--- src/rtl/rename_map.sv ---
// rename_map: register rename stage with speculative and committed map tables
module rename_map #(
    parameter int TAG_W = 6,
    parameter int AREGS = 32
) (
    input  logic             i_clk,
    input  logic             i_rst_n,
    input  logic             i_valid,
    output logic             o_ready,
    input  logic [4:0]       i_rs1,
    input  logic [4:0]       i_rs2,
    input  logic [4:0]       i_rd,
    input  logic             i_rd_we,
    input  logic [TAG_W-1:0] i_fl_data,
    input  logic             i_fl_empty,
    output logic             o_fl_re,
    output logic             o_valid,
    input  logic             i_ready,
    output logic [TAG_W-1:0] o_prs1,
    output logic [TAG_W-1:0] o_prs2,
    output logic [TAG_W-1:0] o_prd,
    output logic [TAG_W-1:0] o_pold,
    output logic             o_rd_we,
    input  logic             i_cmt_valid,
    input  logic [4:0]       i_cmt_rd,
    input  logic [TAG_W-1:0] i_cmt_prd,
    input  logic             i_flush
);
    logic [TAG_W-1:0] spec_map [AREGS];
    logic [TAG_W-1:0] cmt_map  [AREGS];
    logic [TAG_W-1:0] cmt_nx   [AREGS];
    logic             need_tag;
    logic             accept;

    assign need_tag = i_rd_we & (i_rd != 5'd0);
    assign o_ready  = ~i_flush & (~o_valid | i_ready) & (~need_tag | ~i_fl_empty);
    assign accept   = i_valid & o_ready;
    assign o_fl_re  = accept & need_tag;

    // committed map including this cycle's retire write, also the flush restore source
    always_comb begin
        for (int a = 0; a < AREGS; a++)
            cmt_nx[a] = (i_cmt_valid && i_cmt_rd != 5'd0 && i_cmt_rd == 5'(a)) ? i_cmt_prd : cmt_map[a];
    end

    // map tables: retire updates every cycle, flush restores, accepted writers rename rd
    always_ff @(posedge i_clk) begin
        if (!i_rst_n) begin
            for (int a = 0; a < AREGS; a++) begin
                spec_map[a] <= TAG_W'(a);
                cmt_map[a]  <= TAG_W'(a);
            end
        end else begin
            for (int a = 0; a < AREGS; a++)
                cmt_map[a] <= cmt_nx[a];
            if (i_flush) begin
                for (int a = 0; a < AREGS; a++)
                    spec_map[a] <= cmt_nx[a];
            end else if (o_fl_re) begin
                spec_map[i_rd] <= i_fl_data;
            end
        end
    end

    // output register: load on accept, drop on flush or downstream take
    always_ff @(posedge i_clk) begin
        if (!i_rst_n) begin
            o_valid <= 1'b0;
            o_prs1  <= '0;
            o_prs2  <= '0;
            o_prd   <= '0;
            o_pold  <= '0;
            o_rd_we <= 1'b0;
        end else if (i_flush) begin
            o_valid <= 1'b0;
        end else if (accept) begin
            o_valid <= 1'b1;
            o_prs1  <= spec_map[i_rs1];
            o_prs2  <= spec_map[i_rs2];
            o_pold  <= spec_map[i_rd];
            o_prd   <= need_tag ? i_fl_data : '0;
            o_rd_we <= need_tag;
        end else if (i_ready) begin
            o_valid <= 1'b0;
        end
    end
endmodule

--- config.mk ---
export PLATFORM = sky130hd
export DESIGN_NAME = rename_map
export DESIGN_NICKNAME = d
export VERILOG_FILES = /design/src/rtl/rename_map.sv
export SDC_FILE = /design/constraint.sdc
export NUM_CORES = 1
export LEC_CHECK = 0
export CAP_MARGIN = 20
export CORE_UTILIZATION = 45
export CTS_CLUSTER_SIZE = 14
export DETAILED_ROUTE_END_ITERATION = 8
export PLACE_DENSITY = 0.61
export SLEW_MARGIN = 20
export SYNTH_ARGS = -nofsm -noshare
export SYNTH_HDL_FRONTEND = slang
export SYNTH_SLANG_ARGS = --single-unit
--- constraint.sdc ---
create_clock -name i_clk -period 3.2 [get_ports i_clk]
set_input_delay 0.48 -clock i_clk [delete_from_list [all_inputs] [get_ports i_clk]]
set_output_delay 0.48 -clock i_clk [all_outputs]
set_load 0.005 [all_outputs]
==> results.md <==
- asr flop ratio synth: 0%
- number of different library cells in the post-synthesis netlist: 62
- initial antenna violation count: 1
- Detailed Routing Iterations Pass 1: 7
- antenna fix cells: 0
- total grt overflow: 0
- net switching component of the power: 3100 uW
- area of the die: 0.0477 mm2
- predominant post-synthesis flop cell: sky130_fd_sc_hd__dfxtp_1
- clock share of power: 43.7%
- sort of element at the start of the critical path: input pin
- worst setup slack after placement: 54.0 ps
- share of total power consumed by net switching: 25.0%
- Net count, final: 1,875
- delay contributed by the slowest stage of the critical path: 530 ps
- Routed wire per std cell: 30.0 um
- Crit Path Category: input pin to output port
- startpoint of the lowest-slack register-to-register path: o_valid
- maximum VDD drop: 387 uV
- number of cell rows: 78
- final worst-path setup slack: 173 ps
- per-cell via count in the routed design: 6.52
- ratio of cells with drive above 1 in the final layout: 24.8%
- hpwl dp: 53,800 um
- Avg Inst Size Synth: 12.2 um2
- required time of the critical path: 2720 ps
- cell area after synthesis: 0.0211 mm2
- Vert. Die Dim: 218 um
- class of the most critical hold timing path: register to register
- gp weighted congestion: 1.03
- Cells after DPL: 2,388
- Starting Density: 46.0%
- final critical delay including setup and external delays: 3030 ps
- setup repair after global routing missed its margin: false
- cell with the biggest individual delay on the critical path: sky130_fd_sc_hd__clkdlybuf4s50_1
- hold violation total from the final report: 0
- non-filler cells, final: 2,472
- Internal Power: 9310 uW
- # Max-Cap Violations: 0
- achievable frequency: 0.330 GHz
- delay-heaviest family, CP: buffers and inverters
- top cells by area, synth: sky130_fd_sc_hd__edfxtp_1 27%, sky130_fd_sc_hd__dfxtp_1 21%, sky130_fd_sc_hd__mux4_2 12%
- TritonCTS clock tree: yes
- # setup viols final: 0
- antenna viol nets, final: 0
- PD cells: 506 mW/mm2
- clock latency of the later-clocked register in the worst-skew pair: 580 ps
- number of remaining DRC errors: 0
- post-synth net total: 1,771
- category of the worst setup path capture point: output port
- hold_sp: cmt_map[0][5]
- portion of synthesized cell area occupied by the leading cell type: 27.4%
- Seq cells post-synth: 410
- outcome: finished clean
- slew at the pin with the worst max-slew slack: 956 ps
- Arrival @ worst endpoint: 2550 ps
- setup TNS after final layout: 0 ps
- share of power burned in registers: 45.9%
- DRT iter0 DRCs: 2,128
- Rel. slew slack: 36.1%
- Post-CTS Setup Repair Bufs: 0
- number of global-route vias before repair: 15,356
- global-route wire length before repair: 108,000 um
- CTS H-tree lvls: 2
- maximum clock insertion buffer count: 3
- most area-hungry cell type in the Yosys netlist: sky130_fd_sc_hd__edfxtp_1
- critical path peak fanout: 6
- standby leakage power: 0.00899 uW
- timing startpoint of the critical path: i_rd[2]
- Top Ports: 68
- hold-fix buffer count after cts: 0
- EDFF count, synth: 192
- cell with the most instances after synthesis: sky130_fd_sc_hd__dfxtp_1
- total via count in the routed design: 16,109
- final core utilization: 53.6%
- count of input and output buffers: 67
- share of power burned in combinational logic: 10.4%
- root buffer selected by CTS: sky130_fd_sc_hd__clkbuf_16
- Ys Warns: 0
- post-synthesis sequential area ratio: 48.1%
- Resize count post-CTS: 0
- fin crit share: 94.6%
- worst-path cell chain: clkdlybuf4s50_1 > or3_1 > o21ai_2 > buf_12 > o211ai_1 > nor2_1 > clkdlybuf4s50_1
- clock-pin slew of the registers on the worst-case setup and hold paths: 60 ps
- most common library cells after synthesis: 218 x sky130_fd_sc_hd__dfxtp_1, 211 x sky130_fd_sc_hd__mux2i_1, 192 x sky130_fd_sc_hd__edfxtp_1
- core area: 0.0458 mm2
- post-detailed-routing wire length: 74,200 um
- Slew Viols, Final: 0
- worst path bufs/invs: 3
- CP most frequent cell: sky130_fd_sc_hd__clkdlybuf4s50_1
- setup clock skew after layout: 16.4 ps
- maximum number of pins on one net before global-route repair: 89
- number of buffers inserted during clock tree synthesis: 45
- number of sinks on the clock net: 410
- die width: 218 um
- number of instances in the synthesized netlist: 1,731
- area grow syn2layout: 16.5%
- GRT Util Overall: 31.5%
==> layer usage <==
| metal | GRT usage (%) | wire length [um] |
|---|---|---|
| met1 | 44.2 | 30800 |
| met2 | 47.4 | 32700 |
| met3 | 7.70 | 8150 |
| met4 | 10.4 | 2540 |
| met5 | 0 | 0 |
==> sequential cells by signal, indices dropped and copies added, names as in the netlist <==
name	count
spec_map	192
o_pold	6
o_prs1	6
o_valid	1
o_rd_we	1
cmt_map	192
o_prs2	6
o_prd	6
==> layout by cell type (no fill, tap or decap), types with 28 or more instances in the layout <==
cell	count
sky130_fd_sc_hd__dfxtp_1	218
sky130_fd_sc_hd__a22oi_1	44
sky130_fd_sc_hd__a221oi_1	28
sky130_fd_sc_hd__o21ai_0	66
sky130_fd_sc_hd__o22ai_1	52
sky130_fd_sc_hd__mux2i_1	211
sky130_fd_sc_hd__mux2_2	86
sky130_fd_sc_hd__clkdlybuf4s50_1	62
sky130_fd_sc_hd__buf_4	150
sky130_fd_sc_hd__nor2_1	39
sky130_fd_sc_hd__mux4_2	116
sky130_fd_sc_hd__nand3_1	38
sky130_fd_sc_hd__nor2b_1	93
sky130_fd_sc_hd__edfxtp_1	192
sky130_fd_sc_hd__clkbuf_16	49
sky130_fd_sc_hd__nand2_1	162
==> cells by family after synthesis <==
| kind of cell | after synthesis | share of synthesized area (%) |
|---|---|---|
| AO/OA/AOI/OAI | 303 | 10.2 |
| buffers and inverters | 175 | 3.65 |
| flip-flops | 410 | 48.1 |
| multiplexers | 416 | 27.4 |
| AND/OR/NAND/NOR | 427 | 10.6 |
==> final timing paths <==
path	to	slack, ps	cells after the start
setup / recovery	o_fl_re	170	7
hold / removal	cmt_map[0][5]	460	1
setup reg to reg	spec_map[19][2]	750	5
hold reg to reg	cmt_map[0][5]	460	1
==> area by class of cell <==
type,count,area (um2)
fill,3938,21200
multi-input combinational,1146,10200
sequential,410,10100
timing repair buffer,220,1880
clock buffer,55,1300
tap,600,751
clock inverter,29,253
inverter,12,45.0
==> stage by stage <==
step	cell area [um2]	hold slack, ps	total power (uW)
floorplan	21100	428	6490
global placement	23000	439	7060
detailed placement	23000	446	7060
CTS	24500	460	12400
global route	24500	483	12700
finish	24500	459	12400
==> power by group through the flow <==
stage / Sequential, uW / Combinational, uW / Clock (uW)
6_report: 5700 / 1290 / 5420
3_5_place_dp: 5810 / 1250 / 0
4_1_cts: 5700 / 1260 / 5460
5_1_grt: 5710 / 1340 / 5670
2_1_floorplan: 5750 / 742 / 0
3_3_place_gp: 5810 / 1250 / 0
(Power assumes the default switching activity.)
